### src/rtl/multi_digit_display_scan_if.sv
// Bundle between the datapath and the seven-segment scan driver:
// digit data, load strobe and enables in, segment/anode drive out.
interface multi_digit_display_scan_if #(
  parameter int NUM_DIGITS = 4
);
  logic [4*NUM_DIGITS-1:0] digits_in;
  logic                    load;
  logic [NUM_DIGITS-1:0]   digit_en;
  logic                    lz_blank;
  logic [6:0]              seg;
  logic [NUM_DIGITS-1:0]   an;
  logic                    frame_start;

  modport master (
    output digits_in, load, digit_en, lz_blank,
    input  seg, an, frame_start
  );

  modport slave (
    input  digits_in, load, digit_en, lz_blank,
    output seg, an, frame_start
  );
endinterface

### src/rtl/multi_digit_display_scan.sv
// Time-multiplexed N-digit common-anode seven-segment driver with dwell/blank
// timing, double-buffered digit data, per-digit enables and leading-zero blanking.
module multi_digit_display_scan #(
  parameter int NUM_DIGITS  = 4,
  parameter int DIGIT_TICKS = 75000,
  parameter int BLANK_TICKS = 1200
) (
  input  logic                          clk,
  input  logic                          reset,
  multi_digit_display_scan_if.slave     bus
);

  localparam int MAX_TICKS = (DIGIT_TICKS > BLANK_TICKS) ? DIGIT_TICKS : BLANK_TICKS;
  localparam int CNT_W     = $clog2(MAX_TICKS + 1);
  localparam int IDX_W     = (NUM_DIGITS > 1) ? $clog2(NUM_DIGITS) : 1;
  localparam int DW        = 4 * NUM_DIGITS;

  localparam logic [CNT_W-1:0] DIGIT_LAST = CNT_W'(DIGIT_TICKS - 1);
  localparam logic [CNT_W-1:0] BLANK_LAST = CNT_W'((BLANK_TICKS > 0) ? BLANK_TICKS - 1 : 0);
  localparam logic [IDX_W-1:0] IDX_LAST   = IDX_W'(NUM_DIGITS - 1);

  typedef enum logic [0:0] {
    ST_BLANK = 1'b0,
    ST_SHOW  = 1'b1
  } state_t;

  function automatic logic [6:0] hex_to_seg(input logic [3:0] nib);
    logic [6:0] seg_v;
    case (nib)
      4'h0:    seg_v = 7'h40;
      4'h1:    seg_v = 7'h79;
      4'h2:    seg_v = 7'h24;
      4'h3:    seg_v = 7'h30;
      4'h4:    seg_v = 7'h19;
      4'h5:    seg_v = 7'h12;
      4'h6:    seg_v = 7'h02;
      4'h7:    seg_v = 7'h78;
      4'h8:    seg_v = 7'h00;
      4'h9:    seg_v = 7'h10;
      4'hA:    seg_v = 7'h08;
      4'hB:    seg_v = 7'h03;
      4'hC:    seg_v = 7'h46;
      4'hD:    seg_v = 7'h21;
      4'hE:    seg_v = 7'h06;
      4'hF:    seg_v = 7'h0E;
      default: seg_v = 7'h7F;
    endcase
    return seg_v;
  endfunction

  state_t            state_r, state_nxt_s;
  logic [CNT_W-1:0]  cnt_r, cnt_nxt_s;
  logic [IDX_W-1:0]  idx_r, idx_nxt_s;
  logic              enter_show_s;
  logic              frame_edge_s;

  logic [DW-1:0]         pending_r, pending_nxt_s;
  logic [DW-1:0]         display_r, display_nxt_s;
  logic [NUM_DIGITS-1:0] nz_above_s;
  logic [NUM_DIGITS-1:0] lit_vec_s;
  logic                  nz_acc_s;
  logic                  lit_sel_s;
  logic [3:0]            sel_nib_s;
  logic                  show_nxt_s;

  logic [6:0]            seg_r, seg_nxt_s;
  logic [NUM_DIGITS-1:0] an_r, an_nxt_s;
  logic                  frame_start_r;

  // Scan sequencing: dwell/blank counting and digit index advance.
  always_comb begin
    state_nxt_s  = state_r;
    cnt_nxt_s    = cnt_r + CNT_W'(1'b1);
    idx_nxt_s    = idx_r;
    enter_show_s = 1'b0;
    case (state_r)
      ST_BLANK: begin
        if (cnt_r == BLANK_LAST) begin
          state_nxt_s  = ST_SHOW;
          cnt_nxt_s    = '0;
          enter_show_s = 1'b1;
        end else begin
          state_nxt_s  = ST_BLANK;
        end
      end
      ST_SHOW: begin
        if (cnt_r == DIGIT_LAST) begin
          cnt_nxt_s = '0;
          if (idx_r == IDX_LAST) begin
            idx_nxt_s = '0;
          end else begin
            idx_nxt_s = idx_r + IDX_W'(1'b1);
          end
          // With no gap configured, the next digit starts straight away.
          if (BLANK_TICKS == 0) begin
            state_nxt_s  = ST_SHOW;
            enter_show_s = 1'b1;
          end else begin
            state_nxt_s  = ST_BLANK;
          end
        end else begin
          state_nxt_s = ST_SHOW;
        end
      end
      default: begin
        state_nxt_s = ST_BLANK;
        cnt_nxt_s   = '0;
        idx_nxt_s   = '0;
      end
    endcase
    frame_edge_s = enter_show_s && (idx_nxt_s == '0);
  end

  // Buffer updates, lit/blanking rule and next registered output values.
  always_comb begin
    if (bus.load) begin
      pending_nxt_s = bus.digits_in;
    end else begin
      pending_nxt_s = pending_r;
    end

    // Frame boundary swaps in the newest data; a coincident load bypasses pending.
    if (frame_edge_s) begin
      display_nxt_s = bus.load ? bus.digits_in : pending_r;
    end else begin
      display_nxt_s = display_r;
    end

    nz_acc_s = 1'b0;
    for (int k = NUM_DIGITS - 1; k >= 0; k--) begin
      nz_acc_s      = nz_acc_s | (display_nxt_s[4*k +: 4] != 4'h0);
      nz_above_s[k] = nz_acc_s;
    end

    show_nxt_s = (state_nxt_s == ST_SHOW);
    lit_sel_s  = 1'b0;
    sel_nib_s  = 4'h0;
    for (int k = 0; k < NUM_DIGITS; k++) begin
      lit_vec_s[k] = bus.digit_en[k] & (~bus.lz_blank | (k == 0) | nz_above_s[k]);
      lit_sel_s    = lit_sel_s | ((idx_nxt_s == IDX_W'(k)) & lit_vec_s[k]);
      sel_nib_s    = sel_nib_s | ((idx_nxt_s == IDX_W'(k)) ? display_nxt_s[4*k +: 4] : 4'h0);
      an_nxt_s[k]  = ~(show_nxt_s & (idx_nxt_s == IDX_W'(k)) & lit_vec_s[k]);
    end

    if (show_nxt_s && lit_sel_s) begin
      seg_nxt_s = hex_to_seg(sel_nib_s);
    end else begin
      seg_nxt_s = 7'h7F;
    end
  end

  // State, buffers and display outputs, all updated on the same edge.
  always_ff @(posedge clk) begin
    if (reset) begin
      state_r       <= ST_BLANK;
      cnt_r         <= '0;
      idx_r         <= '0;
      pending_r     <= '0;
      display_r     <= '0;
      seg_r         <= 7'h7F;
      an_r          <= '1;
      frame_start_r <= 1'b0;
    end else begin
      state_r       <= state_nxt_s;
      cnt_r         <= cnt_nxt_s;
      idx_r         <= idx_nxt_s;
      pending_r     <= pending_nxt_s;
      display_r     <= display_nxt_s;
      seg_r         <= seg_nxt_s;
      an_r          <= an_nxt_s;
      frame_start_r <= frame_edge_s;
    end
  end

  assign bus.seg         = seg_r;
  assign bus.an          = an_r;
  assign bus.frame_start = frame_start_r;

endmodule

### src/flat_wrapper.sv
// flat-port wrapper written by rule: the top's interface ports become plain ports
module multi_digit_display_scan_flat 
#(
  parameter int NUM_DIGITS  = 4,
  parameter int DIGIT_TICKS = 75000,
  parameter int BLANK_TICKS = 1200
)
  (clk, reset, bus_digits_in, bus_load, bus_digit_en, bus_lz_blank, bus_seg, bus_an, bus_frame_start);
  multi_digit_display_scan_if #(.NUM_DIGITS(NUM_DIGITS)) bus_i ();
  input  logic clk;
  input  logic reset;
  input wire logic [$bits(bus_i.digits_in)-1:0] bus_digits_in;
  input wire logic [$bits(bus_i.load)-1:0] bus_load;
  input wire logic [$bits(bus_i.digit_en)-1:0] bus_digit_en;
  input wire logic [$bits(bus_i.lz_blank)-1:0] bus_lz_blank;
  output wire logic [$bits(bus_i.seg)-1:0] bus_seg;
  output wire logic [$bits(bus_i.an)-1:0] bus_an;
  output wire logic [$bits(bus_i.frame_start)-1:0] bus_frame_start;
  assign bus_i.digits_in = bus_digits_in;
  assign bus_i.load = bus_load;
  assign bus_i.digit_en = bus_digit_en;
  assign bus_i.lz_blank = bus_lz_blank;
  assign bus_seg = bus_i.seg;
  assign bus_an = bus_i.an;
  assign bus_frame_start = bus_i.frame_start;
  multi_digit_display_scan #(.NUM_DIGITS(NUM_DIGITS), .DIGIT_TICKS(DIGIT_TICKS), .BLANK_TICKS(BLANK_TICKS)) u_core (.clk(clk), .reset(reset), .bus(bus_i));
endmodule
### config.mk
export PLATFORM = sky130hd
export DESIGN_NAME = multi_digit_display_scan_flat
export DESIGN_NICKNAME = d
export VERILOG_FILES = /design/src/rtl/multi_digit_display_scan_if.sv /design/src/rtl/multi_digit_display_scan.sv /design/src/flat_wrapper.sv
export SDC_FILE = /design/constraint.sdc
export NUM_CORES = 1
export LEC_CHECK = 0
export ABC_AREA = 1
export ABC_CLOCK_PERIOD_IN_PS = 2300
export BUFFER_PORTS_ARGS = -buffer_cell sky130_fd_sc_hd__buf_2
export CAP_MARGIN = 20
export CORE_UTILIZATION = 30
export CTS_CLUSTER_DIAMETER = 40
export CTS_CLUSTER_SIZE = 20
export DETAILED_ROUTE_END_ITERATION = 7
export GPL_ROUTABILITY_DRIVEN = 1
export HOLD_SLACK_MARGIN = 0.15
export SETUP_SLACK_MARGIN = 0.3
export SKIP_LAST_GASP = 1
export SYNTH_ARGS = -nofsm -noshare
export SYNTH_HDL_FRONTEND = slang
export SYNTH_SLANG_ARGS = --single-unit
### constraint.sdc
create_clock -name clk -period 2.3 [get_ports clk]
set_input_delay 0.23 -clock clk [delete_from_list [all_inputs] [get_ports clk]]
set_output_delay 0.23 -clock clk [all_outputs]
set_load 0.01 [all_outputs]
Word-level counts from Yosys, hierarchy flattened --
Memory sizes are Yosys's and may differ from the RTL's. A register that Yosys moved wholly into a read port is not among the register bits. Index checks and enable logic that the tools add are counted. W data, S select, Z words.
Storage, ports and cells: bits in registers 57, bits in latches 0, bits in writable memories 0, ROM bits 112, output and inout port bits 12, word-level logic and storage cells 72, memories 1
Operators by class: add/sub/neg operators 2, $mul 0, div/mod/pow operators 0, order comparisons 0, equality and inequality tests 6, shifts and indexed selects 0, muxes and demuxes 16, bitwise gates (word level) 33, reduce and logical (&&, ||, !) cells 7
Memories:
- (name not given) | depth 16, bits a word 7, read ports 1, clocked after memory_dff 1, write ports 0, line multi_digit_display_scan.sv:29 | case (nib)
Operator list (number):
- $mux W17 | 2
- $pmux W17 S2 | 1
- $mux W16 | 2
- $add A17 B1 Y17 const B | 1
- $eq A17 B11 Y1 const B | 1
- $eq A17 B17 Y1 const B | 1
- $mux W4 | 4
- $and A1 B1 Y1 | 15
- $or A4 B4 Y4 | 3
- $reduce_bool A4 Y1 | 3
- $or A1 B1 Y1 | 8
- $not A1 Y1 | 7
- $eq A2 B2 Y1 const B | 3
- $mux W2 | 3
- $mux W1 | 3
- $add A2 B1 Y2 const B | 1
- $eq A2 B1 Y1 const B | 1
- $logic_and A1 B1 Y1 | 2
- $logic_not A2 Y1 | 1
- $pmux W1 S2 | 1
- $reduce_or A2 Y1 | 1

Longest topological paths before layout --
Gate-level depths: netlist of the first run.
word-level depth 19, depth in mapped cells 21, mapped depth without buffers 21

Worst setup path after synthesis of the first run --
Ideal clock, no wire load.
path type flip-flop to flip-flop, start register u_core.cnt_r[0], end register u_core.seg_r[3] (netlist: u_core.bus.seg[3]), setup time 0.116 ns, arrival time 2.251 ns, data required time 2.184 ns, setup slack -0.067 ns, cell stages (with the launch flop) 20, path buffers 0, clock period less this slack 2.367 ns, cells stage by stage dfxtp_1 ha_1 nand2_1 nor2_1 nand2_1 nor2_2 nand3_1 nand2_4 nand3_2 nand2_1 nand3_1 nand3b_1 inv_1 ha_1 inv_1 nand4_1 nand3_1 nand2_1 inv_1 nand2_1
Between the ends: cells in the longest elaborated chain, start to end 18, elaborated cells on any way between the ends 42
Ends and longest elaborated chain:
- start, declared | line multi_digit_display_scan.sv:52 | logic [CNT_W-1:0] cnt_r, cnt_nxt_s;
- start signal, assigned | line multi_digit_display_scan.sv:165 | cnt_r <= cnt_nxt_s;
- $eq A17 B17 Y1 | line multi_digit_display_scan.sv:87 | if (cnt_r == DIGIT_LAST) begin
- $mux W2 | line multi_digit_display_scan.sv:87
- $mux W2 | line multi_digit_display_scan.sv:76 | case (state_r)
- $logic_not A2 Y1 | line multi_digit_display_scan.sv:111, multi_digit_display_scan.sv:140, multi_digit_display_scan.sv:141
- $logic_and A1 B1 Y1 | line multi_digit_display_scan.sv:111 | frame_edge_s = enter_show_s && (idx_nxt_s == '0);
- $mux W16 | line multi_digit_display_scan.sv:123 | if (frame_edge_s) begin
- $reduce_bool A4 Y1 | line multi_digit_display_scan.sv:131 | nz_acc_s = nz_acc_s | (display_nxt_s[4*k +: 4] != 4'h0);
- $or A1 B1 Y1 (2 in series) | line multi_digit_display_scan.sv:131
- $or A1 B1 Y1 | line multi_digit_display_scan.sv:139 | lit_vec_s[k] = bus.digit_en[k] & (~bus.lz_blank | (k == 0) | nz_above_s[k]);
- $and A1 B1 Y1 | line multi_digit_display_scan.sv:139
- $and A1 B1 Y1 | line multi_digit_display_scan.sv:140 | lit_sel_s = lit_sel_s | ((idx_nxt_s == IDX_W'(k)) & lit_vec_s[k]);
- $or A1 B1 Y1 (3 in series) | line multi_digit_display_scan.sv:140
- $logic_and A1 B1 Y1 | line multi_digit_display_scan.sv:145 | if (show_nxt_s && lit_sel_s) begin
- $not A1 Y1 (no line)
- $reduce_or A2 Y1 (no line)
- end, declared | line multi_digit_display_scan.sv:66 | logic [6:0] seg_r, seg_nxt_s;
Parallel ways exist; a longest one is shown, timed or not. A chain may end at the register's enable or synchronous reset.

Worst setup path after layout of the first run --
start register u_core.cnt_r[8], end register u_core.seg_r[0] (netlist: u_core.bus.seg[0])
Same word-level chain as after synthesis.

==> results of run 1 <==
## critical path, delay by kind of cell (launching register included)
family | cells | cell delay, ps
AND/OR/NAND/NOR | 14 | 1460
flip-flops | 1 | 340
buffers and inverters | 2 | 260
adder cells (fa/ha/maj) | 1 | 170
AO/OA/AOI/OAI | 1 | 150
## stage by stage
| stage | util (%) | hold WS (ps) | total power, mW | cells |
|---|---|---|---|---|
| final | 46.8 | 160 | 2.40 | 734 |
| after global routing | 46.8 | 196 | 2.49 | 734 |
| after CTS | 44.6 | 158 | 2.42 | 725 |
| after detailed placement | 38.8 | 464 | 1.27 | 676 |
| after global placement | 38.8 | 462 | 1.27 | 675 |
| after floorplan | - | 336 | 1.22 | 452 |
## final cells by class
class | count | area (µm²) | share of cell area [%]
multi-input cells | 318 | 1910 | 39.2
flip-flops and latches | 64 | 1290 | 26.5
repair buffers | 140 | 1050 | 21.5
inverters | 60 | 229 | 4.70
well taps | 136 | 170 | 3.49
clock buffers | 9 | 124 | 2.54
clock inverters | 7 | 103 | 2.10
## repair_timing
| item | 4_1_cts | 5_1_grt |
|---|---|---|
| gates cloned | 1 | 0 |
| endpoints found under the setup margin | 10 | 22 |
| setup buffers | 22 | 9 |
| hold buffers | 10 | 0 |
| gates resized for setup | 22 | 54 |
| pin swaps | 23 | 28 |
| hold endpoints to repair | 10 | 0 |
## layout by cell type, fill, tap and decap left out, types with 16 or more instances in the layout
cell,count
buf_4,78
buf_6,16
nand3_1,28
nand2_1,78
buf_2,36
inv_1,43
nor2_1,59
dfxtp_1,57
nand2_2,36
## cells by family after synthesis
logic type | Yosys count | synth area share, %
adders and majority gates | 7 | 2.70
AOI/OAI and AO/OA | 26 | 4.51
xor gates and xnor gates | 2 | 0.540
and+or+nand+nor | 267 | 38.9
DFF | 64 | 39.5
muxes | 15 | 4.63
buffers and inverters | 71 | 9.26
## per-layer routing
metal	up-vias	part of all wire (%)	global-route usage, %
li1	1730	-	-
met1	1530	48	22.2
met2	82	45	25.8
met3	13	5.1	3.56
met4	0	2.0	8.53
met5	-	0	0
## registers in the layout, summed over array words and instances (netlist names)
| name | cells |
|---|---|
| u_core.bus.seg | 7 |
| u_core.display_r | 16 |
| u_core.idx_r | 2 |
| u_core.bus.an | 4 |
| u_core.cnt_r | 17 |
| u_core.pending_r | 16 |
| u_core.state_r | 1 |
| u_core.bus.frame_start | 1 |
## power groups by stage
stage / clock network (mW) / logic (mW) / registers (mW)
floorplan: 0 / 0.0587 / 1.16
global placement: 0 / 0.105 / 1.16
detailed placement: 0 / 0.107 / 1.16
CTS: 1.16 / 0.122 / 1.14
global route: 1.21 / 0.136 / 1.14
finish: 1.14 / 0.123 / 1.14
## worst min path at each step
stage                      start              endpoint  slack [ps]  cells after the start
2_1_floorplan    bus_digit_en[0]      u_core.bus.an[0]         340                      1
4_1_cts         bus_digits_in[2]   u_core.pending_r[2]         160                      3
3_5_place_dp     bus_digit_en[0]      u_core.bus.an[0]         460                      2
3_3_place_gp     bus_digit_en[0]      u_core.bus.an[0]         460                      2
5_1_grt         bus_digits_in[3]   u_core.pending_r[3]         200                      3
6_report       bus_digits_in[14]  u_core.pending_r[14]         160                      3
==> key figures, run 1 <==
Floorplan
  – Initial Util: a little under a third
  – Width of the die: 106 µm
  – Die ar.: 11,200 µm²
  – Core area: 10,400 µm²
  – Core Rows: 37
  – Chip height: around 110 µm
  – I/O pins: 36

Status
  – Run status: finished with violations
  – Failing checks: setup timing

Place
  – Port buffer count: 35
  – GPL Wtd Cong: approximately 0.86
  – DP HPWL: 6160 µm
  – DP Area: 4040 µm²
  – Pre-CTS setup slack: -152 ps

Setup path
  – Arr. time, crit path: 2730 ps
  – Worst path required time: 2570 ps
  – Crit. Startpoint: u_core.cnt_r[8]
  – R2r worst-path depth: 18
  – Worst Setup End Kind: flop
  – Worst path cell trace: inv_2, nand2_1, nor2_2, nand2_2, nor2_4, nand3_2, nand2_4, nand2_4, nor2_4, nand2_2, nand3_2, nand3b_1, buf_4, ha_4, nand2_1, nand2_2, o21ai_1, nand2_1
  – R2R Setup Slk: -170 ps
  – CP max stage delay: 340 ps
  – CP startpoint kind: flop
  – Crit-path max FO: 5
  – Reg2Reg Launch Point: u_core.cnt_r[8]
  – FF-to-FF End: u_core.bus.seg[0]
  – Critical Path End: u_core.bus.seg[0]
  – CP max-delay cell: dfxtp_2
  – Category of the critical setup timing path: reg2reg

Drt
  – Average vias per placed instance: roughly 4.6
  – Routed WL: about 9100 µm
  – WL/cell: 12.4 µm
  – Drt first pass iters: 5
  – Antenna Nets Post-Route: 0
  – Initial drt markers: approximately 210
  – # DRC: 0
  – Vias: between 3,000 and 4,000

Synth
  – EDFF count, synth: 0
  – Cells after synthesis: 452
  – Largest cells by area after synthesis: dfxtp_1, nand2_1, nor2_1, inv_1, nand3_1
  – Syn Nets: 483
  – Seq/Total Area, Yosys: approximately two fifths
  – Area leader, netlist: dfxtp_1
  – Most common library cells after synthesis: nand2_1, nor2_1, dfxtp_1
  – Area share of the largest cell type after synthesis: 39.5%
  – Async set-reset flop share out of synthesis: 0%
  – YS warnings: 0
  – FF+latch count, synth: 64
  – Syn Std Cell Area: 3240 µm²
  – Main flop type after synthesis: dfxtp_1
  – Avg Cell Area, Syn: 7.18 µm²
  – Most numerous cell in the Yosys netlist: nand2_1
  – Cell variety after synth: 35

Timing
  – Fin. Hold Viols: 0
  – Fin crit share: 107%
  – Setup TNS: -963 ps
  – Final min period: between 2000 and 2500 ps
  – Final setup fails: 9
  – F_max: 405 MHz
  – Post-route clock skew: 8.06 ps
  – Relative slew slack: 65.8%
  – Final Slew Violations: 0
  – Worst setup margin: -167 ps
  – Worst slew pin tran: roughly 500 ps
  – RSZ-0062 raised after global routing: yes

Power and ir drop
  – Int Pwr: 1.81 mW
  – P_leak: ~2.2 nW
  – Clock power share: between 40% and 50%
  – Switching pwr: between 500 and 600 µW
  – Switching Fraction: between 20 and 25%
  – Pwr Density: 491 nW/µm²
  – Peak supply drop: between 0.2 and 0.3 mV
  – Combinational Power Share: 5.1%
  – Register share of total power: a little under half

Finish
  – Antenna cells: 0
  – Fin area: 4870 µm²
  – Nets: about 620
  – Share of layout cells above drive strength 1: 41.5%
  – Fill cells: 1,019
  – Layout area overhead: 50.3%

Global routing
  – Global route overflow: 0
  – Vias in the first global route: around 3,200
  – Initial antenna violation count: 0
  – Largest net degree at the start of global routing: 40
  – All-layer global routing usage: 16.8%
  – First-pass GRT wire length: 14,700 µm

CTS
  – Clk slew on worst S/H paths: 80 ps
  – Clk buf depth: 2
  – Sink Count: 64
  – Cts bufs inserted: 9
  – Clk Tree Root Cell: clkbuf_8
  – Worst skew pair latency: 370 ps
  – TritonCTS clock tree: done
  – H-Tree Depth: 3

Flow run
  – Maxcap violations: 0

Hold path
  – Hold Crit Class: in2reg
(Power assumes the default switching activity.)
==> run 2: changes to the inputs <==
- GPL_TIMING_DRIVEN: unset -> 0
==> key figures, run 2 (same netlist as run 1, synthesis figures left out) <==
Timing
  – Post-route clock skew: 9.81 ps (+1.74 ps)
  – RSZ-0062 raised after global routing: yes
  – Relative slew slack: 50.5% (-15 points)
  – Final min period: 2600 ps (+130 ps)
  – Fin crit share: 113% (+5.7 points)
  – F_max: 385 MHz (-5.0%)
  – Worst setup margin: -297 ps (-130 ps)
  – Final setup fails: 9 (unchanged)
  – Final Slew Violations: 0 (unchanged)
  – Worst slew pin tran: 742 ps (+244 ps)
  – Fin. Hold Viols: 0 (unchanged)

Floorplan
  – Chip height: 106 µm (unchanged)
  – Core area: 10,400 µm² (unchanged)
  – Die ar.: 11,200 µm² (unchanged)
  – Width of the die: 106 µm (unchanged)
  – Initial Util: 31.1% (unchanged)
  – Core Rows: 37 (unchanged)
  – I/O pins: 36 (unchanged)

Drt
  – Vias: 3,193 (-4.8%)
  – Antenna Nets Post-Route: 0 (unchanged)
  – Routed WL: 8810 µm (-3.3%)
  – Initial drt markers: 234 (+9.3%)
  – Average vias per placed instance: 4.63 (+1.4%)
  – # DRC: 0 (unchanged)
  – Drt first pass iters: 5 (unchanged)
  – WL/cell: 12.8 µm (+3.0%)

Finish
  – Antenna cells: 0 (unchanged)
  – Top Registers: u_core.cnt_r: 17 flops, u_core.display_r: 16 flops, u_core.pending_r: 16 flops
  – Share of layout cells above drive strength 1: 39.8% (-1.7 points)
  – Max FFs per register: 17 (unchanged)
  – Most frequent cells in the layout: nand2_1, nor2_1, dfxtp_1, inv_1, nand2_2
  – Layout area overhead: 43.8%
  – Largest reg by FF count: u_core.cnt_r
  – Fill cells: 1,013 (-0.59%)
  – Commonest non-fill, non-tap cell in the layout: nand2_1
  – Nets: 579 (-7.2%)
  – Final core utilization: 44.8% (-2.0 points)

Place
  – GPL Wtd Cong: 0.855 (-1.1%)
  – Pre-CTS setup slack: -360 ps (-207 ps)
  – DP HPWL: 5830 µm (-5.2%)
  – Port buffer count: 34 (-2.9%)

Setup path
  – Worst path cell trace: buf_6, nand2_1, nor2_1, nand2_2, nor2_4, nand3_2, nand2_4, nand2_8, buf_4, buf_6, nor2_8, buf_12, nand2_1, nand2_1, nand2_1, nor2_2, nand3_2, nand2_2, nand3_4, nand2_1
  – CP startpoint kind: flop
  – CP Buf/Inv Count: 4 (+2)
  – Crit-path max FO: 8 (+3)
  – Worst Setup End Kind: flop
  – Worst path required time: 2600 ps (+30 ps)
  – Delay-heaviest family, CP: simple AND/OR/NAND/NOR gates
  – CP max-delay cell: dfxtp_2
  – CP max stage delay: 330 ps (about the same)
  – Arr. time, crit path: 2890 ps (+160 ps)
  – Category of the critical setup timing path: reg2reg
  – Cell mode on critical path: nand2_1

CTS
  – Clk slew on worst S/H paths: 80 ps (about the same)
  – Sink Count: 64 (unchanged)
  – Cts bufs inserted: 9 (unchanged)
  – Worst skew pair latency: 350 ps (-20 ps)
  – Clk Tree Root Cell: clkbuf_8
  – TritonCTS clock tree: done
  – H-Tree Depth: 3 (unchanged)
  – Clk buf depth: 2 (unchanged)

Flow run
  – Maxcap violations: 0 (unchanged)

Power and ir drop
  – P_leak: 2.02 nW (-8.0%)
  – Pwr Density: 478 nW/µm² (-2.7%)
  – Peak supply drop: 0.346 mV (+21%)

Global routing
  – First-pass GRT wire length: 13,500 µm (-8.0%)
  – Largest net degree at the start of global routing: 12 (-70%)
  – Initial antenna violation count: 0 (unchanged)
  – All-layer global routing usage: 15.2% (-1.6 points)
  – Global route overflow: 0 (unchanged)
  – Vias in the first global route: 2,878 (-9.8%)

Status
  – Run status: finished with violations
  – Failing checks: setup timing

Hold path
  – Hold Crit Class: in2reg
## run 2: path summary, 6_finish.rpt
check                                      start                end  slack, ps  cells after the start
worst min register to register   u_core.cnt_r[8]    u_core.cnt_r[8]        470                      1
worst max register to register  u_core.cnt_r[13]  u_core.bus.seg[2]       -300                     20
worst max-delay path            u_core.cnt_r[13]  u_core.bus.seg[2]       -300                     20
worst min-delay path             bus_digit_en[3]   u_core.bus.an[3]        170                      4
## run 2: worst register-to-register path, stage by stage, from the launching register on
cell     delay (ps)
dfxtp_2         330
buf_6           120
nand2_1          60
nor2_1          120
nand2_2         100
nor2_4          170
nand3_2         110
nand2_4         180
nand2_8          80
buf_4           140
buf_6           120
nor2_8          150
buf_12          130
nand2_1          50
nand2_1          90
nand2_1          80
nor2_2          130
nand3_2          90
nand2_2         110
nand3_4         120
nand2_1          90
## run 2: what timing repair did
item,CTS,global route
hold buffers,5,0
cloned,0,1
endpoints found under the setup margin,14,27
setup buffers,21,24
endpoints found under the hold margin,5,0
pin swaps,19,40
resized for setup,33,78
## run 2: power breakdown
group	switching, mW	total, mW	internal, mW
combinational	0.0660	0.115	0.0491
sequential	0.00884	1.14	1.13
clock	0.450	0.979	0.529
## run 2: layout make-up
class                   count  area (µm²)  area share (%)
flip-flops and latches     64        1300            27.9
inverters                  60         243            5.21
clock inverters             5        56.3            1.21
clock buffers              11         141            3.03
well taps                 136         170            3.65
multi-input cells         317        2020            43.4
repair buffers             85         649            13.9
plain buffers              11        80.1            1.72
## run 2: metrics by stage
step / power, mW / cell area (µm²) / std cells / TNS, ps / hold WS, ps
after detailed placement: 1.26 / 3640 / 622 / -2270 / 434
after global routing: 2.32 / 4660 / 689 / -3520 / 175
after floorplan: 1.22 / 3300 / 452 / 0 / 336
final: 2.23 / 4660 / 689 / -2350 / 175
after global placement: 1.26 / 3640 / 622 / -2010 / 435
after CTS: 2.26 / 4160 / 664 / -1130 / 156
## run 2: metal layers
| metal | track usage, % | wire length, µm | vias up |
|---|---|---|---|
| met4 | 5.85 | 165 | 0 |
| met3 | 3.49 | 381 | 11 |
| met5 | 0 | 0 | - |
| met1 | 21.1 | 4200 | 1470 |
| li1 | - | - | 1643 |
| met2 | 22.6 | 4060 | 69 |
==> run 3: changes to the inputs <==
- ABC_AREA: 1 -> unset
- CTS_BUF_LIST: unset -> sky130_fd_sc_hd__clkbuf_4 sky130_fd_sc_hd__clkbuf_8
==> key figures, run 3 <==
Status
  – Run status: finished with violations
  – Failing checks: setup timing

Finish
  – Antenna cells: 0 (unchanged)
  – Register Area: 1320 µm² (+1.2%)
  – Final core utilization: 44.4% (-0.41 points)
  – Nets: 453 (-22%)
  – Layout area overhead: 44.1%
  – Max FFs per register: 17 (unchanged)
  – Commonest non-fill, non-tap cell in the layout: nor2_1
  – Share of layout cells above drive strength 1: 39.9% (+0.12 points)
  – Top Registers: u_core.cnt_r: 17 flops, u_core.display_r: 16 flops, u_core.pending_r: 16 flops
  – Fill cells: 895 (-12%)
  – Largest reg by FF count: u_core.cnt_r
  – Most frequent cells in the layout: nor2_1, dfxtp_1, buf_2, buf_6, buf_4
  – Area of the multi-input gates: 1860 µm² (-8.2%)
  – Final Non-Filler Cells: 559 (-19%)

Hold path
  – Hold path endpoint: u_core.pending_r[7]
  – Hold path depth: 3 (-1)
  – Hold Crit Start: bus_digits_in[7]
  – Hold Crit Class: in2reg

Drt
  – Routed WL: 7710 µm (-12%)
  – Vias: 2,672 (-16%)
  – Initial drt markers: 102 (-56%)
  – Average vias per placed instance: 4.78 (+3.1%)
  – Drt first pass iters: 4 (-1)
  – Antenna Nets Post-Route: 0 (unchanged)
  – # DRC: 0 (unchanged)
  – WL/cell: 13.8 µm (+7.9%)

Synth
  – Multiplexer area fraction after synthesis: 13.9% (+9.2 points)
  – Cell variety after synth: 53 (+51%)
  – Synth Area in Adders: 2.94% (+0.24 points)
  – Largest family of logic cells by synthesized area: simple AND/OR/NAND/NOR gates
  – Syn Std Cell Area: 2980 µm² (-8.1%)
  – Largest cells by area after synthesis: dfxtp_1, mux2i_1, nor2_1, ha_1, nand2_1
  – EDFF count, synth: 0 (unchanged)
  – Seq/Total Area, Yosys: 43.0% (+3.5 points)
  – Area leader, netlist: dfxtp_1
  – Area share of the largest cell type after synthesis: 43.0% (+3.5 points)
  – Avg Cell Area, Syn: 9.11 µm² (+27%)
  – Compound-gate portion of the synthesized area: 10.4% (+5.9 points)
  – Syn Nets: 358 (-26%)
  – Cells after synthesis: 327 (-28%)
  – Most common library cells after synthesis: dfxtp_1, nor2_1, mux2i_1
  – Async set-reset flop share out of synthesis: 0% (unchanged)
  – YS warnings: 0 (unchanged)
  – Main flop type after synthesis: dfxtp_1
  – Simple-gate share of the synthesized area: 22.5% (-16 points)
  – Post-Synth XOR/XNOR Area: 4.11% (+3.6 points)
  – FF+latch count, synth: 64 (unchanged)

Setup path
  – CP startpoint kind: flop
  – Worst path cell trace: nor4b_4, nand4b_1, buf_4, buf_6, buf_6, buf_6, buf_6, buf_6, buf_6, buf_6, nor2_4, o21a_2, nand3_2, a211o_1, o31a_1, o211ai_4, o221ai_1
  – FF-to-FF End: u_core.bus.seg[4]
  – Worst path required time: 2500 ps (-100 ps)
  – Worst Setup End Kind: flop
  – Cell mode on critical path: buf_6
  – CP max stage delay: 360 ps (+30 ps)
  – Reg2Reg Launch Point: u_core.cnt_r[16]
  – R2R Setup Slk: -780 ps (-480 ps)
  – R2r worst-path depth: 17 (-15%)
  – CP max-delay cell: dfxtp_4
  – Crit-path max FO: 7 (-1)
  – Category of the critical setup timing path: reg2reg
  – Arr. time, crit path: 3280 ps (+390 ps)

Timing
  – Setup TNS: -9100 ps (-6760 ps)
  – Worst slew pin tran: 739 ps (-3.27 ps)
  – F_max: 325 MHz (-16%)
  – Worst setup margin: -777 ps (-480 ps)
  – Final Slew Violations: 0 (unchanged)
  – Final setup fails: 23 (+14)
  – Fin. Hold Viols: 0 (unchanged)
  – Relative slew slack: 50.8% (+0.30 points)
  – RSZ-0062 raised after global routing: yes
  – Worst Hold Slack: 168 ps (-6.48 ps)
  – Fin crit share: 134% (+21 points)
  – Post-route clock skew: 16.8 ps (+7.04 ps)
  – Final min period: 3080 ps (+480 ps)

CTS
  – Worst skew pair latency: 360 ps (about the same)
  – Cts bufs inserted: 9 (unchanged)
  – Sink Count: 64 (unchanged)
  – Post-CTS Hold Buffers: 0 (-5)
  – Clk buf depth: 2 (unchanged)
  – TritonCTS clock tree: done
  – Clk Tree Root Cell: clkbuf_8
  – Clk slew on worst S/H paths: 80 ps (about the same)
  – H-Tree Depth: 3 (unchanged)

Power and ir drop
  – Overall power: 2.14 mW (-4.0%)
  – Peak supply drop: 0.229 mV (-34%)
  – Pwr Density: 498 nW/µm² (+4.2%)
  – P_leak: 1.65 nW (-18%)

Floorplan
  – Chip height: 102 µm (-4.1%)
  – Width of the die: 102 µm (-4.1%)
  – Die ar.: 10,300 µm² (-8.0%)
  – I/O pins: 36 (unchanged)
  – Core area: 9680 µm² (-7.0%)
  – Core Rows: 36 (-2.7%)
  – Initial Util: 30.8% (-0.36 points)

Place
  – Placed insts: 494 (-21%)
  – Port buffer count: 34 (unchanged)
  – DP HPWL: 5080 µm (-13%)
  – GPL Wtd Cong: 0.809 (-5.4%)

Global routing
  – Vias in the first global route: 2,607 (-9.4%)
  – Global route overflow: 0 (unchanged)
  – First-pass GRT wire length: 12,300 µm (-9.0%)
  – Initial antenna violation count: 0 (unchanged)
  – All-layer global routing usage: 15.6% (+0.43 points)
  – Largest net degree at the start of global routing: 11 (-1)

Flow run
  – Maxcap violations: 0 (unchanged)
[run 3: changes by cell type after synthesis, moves of 6 or more]
| cell | previous run | this run |
|---|---|---|
| inv_2 | 11 | 0 |
| nor2b_1 | 0 | 6 |
| nand2_1 | 105 | 22 |
| nand2_2 | 10 | 0 |
| nand4_1 | 14 | 4 |
| nand3_1 | 33 | 9 |
| nor3_1 | 10 | 4 |
| a21oi_1 | 5 | 15 |
| nor4_1 | 3 | 9 |
| xnor2_1 | 0 | 7 |
| mux2i_1 | 15 | 24 |
| inv_1 | 48 | 9 |
| clkbuf_1 | 3 | 9 |
| nor2_1 | 71 | 64 |
[run 3: kinds of logic (layout without fill, tap and decap cells)]
kind of cell             after synthesis  count (layout)
AO/OA/AOI/OAI                         45              45
XOR/XNOR                              14              14
adder cells (fa/ha/maj)                7               7
buffers and inverters                 22             121
flip-flops                            64              64
multiplexers                          36              36
AND/OR/NAND/NOR                      139             139
[run 3: cell type report]
type | instances | area share (%)
flip-flops and latches | 64 | 30.6
repair buffers | 84 | 15.0
clock buffers | 12 | 3.70
plain buffers | 13 | 2.42
multi-input cells | 241 | 43.2
well taps | 133 | 3.87
clock inverters | 3 | 0.408
inverters | 9 | 0.786
[run 3: where the power goes]
part / total [mW] / internal, mW / leakage (nW) / switching [mW]
clock: 0.881 / 0.452 / 0.0917 / 0.429
combinational: 0.124 / 0.0559 / 1.03 / 0.0682
sequential: 1.13 / 1.12 / 0.528 / 0.0124
[run 3: timing repair]
item                       CTS  global route
setup buffers               33            17
gates cloned                 0             0
gates resized for setup     44            27
pin swaps                    8            13
setup endpoints to repair   37            38
[run 3: worst max-delay path by stage]
stage                           from                 to  cells past startpoint
floorplan           u_core.cnt_r[12]  u_core.bus.seg[3]                     14
global placement     u_core.cnt_r[9]  u_core.bus.seg[6]                     14
detailed placement   u_core.cnt_r[9]  u_core.bus.seg[3]                     14
CTS                  u_core.cnt_r[0]  u_core.bus.seg[3]                     15
global route        u_core.cnt_r[16]  u_core.bus.seg[4]                     17
finish              u_core.cnt_r[16]  u_core.bus.seg[4]                     17
[run 3: metrics by stage]
| step | area, µm² | setup slack (ps) |
|---|---|---|
| final | 4300 | -777 |
| after global routing | 4300 | -922 |
| after CTS | 4070 | -734 |
| after detailed placement | 3440 | -878 |
| after global placement | 3440 | -832 |
| after floorplan | 3110 | -549 |
[run 3: per-layer routing]
metal / GRT usage [%] / routed length [µm] / vias up
li1: - / - / 1337
met1: 17.9 / 3420 / 1290
met2: 27.2 / 3950 / 34
met3: 4.35 / 205 / 11
met4: 6.35 / 129 / 0
met5: 0 / 0 / -
[run 3: worst max-delay path, delay by kind of cell (launching register included)]
| family | cells | cell delay [ps] |
|---|---|---|
| flip-flops | 1 | 360 |
| AO/OA/AOI/OAI | 5 | 1020 |
| AND/OR/NAND/NOR | 4 | 630 |
| buffers and inverters | 8 | 910 |
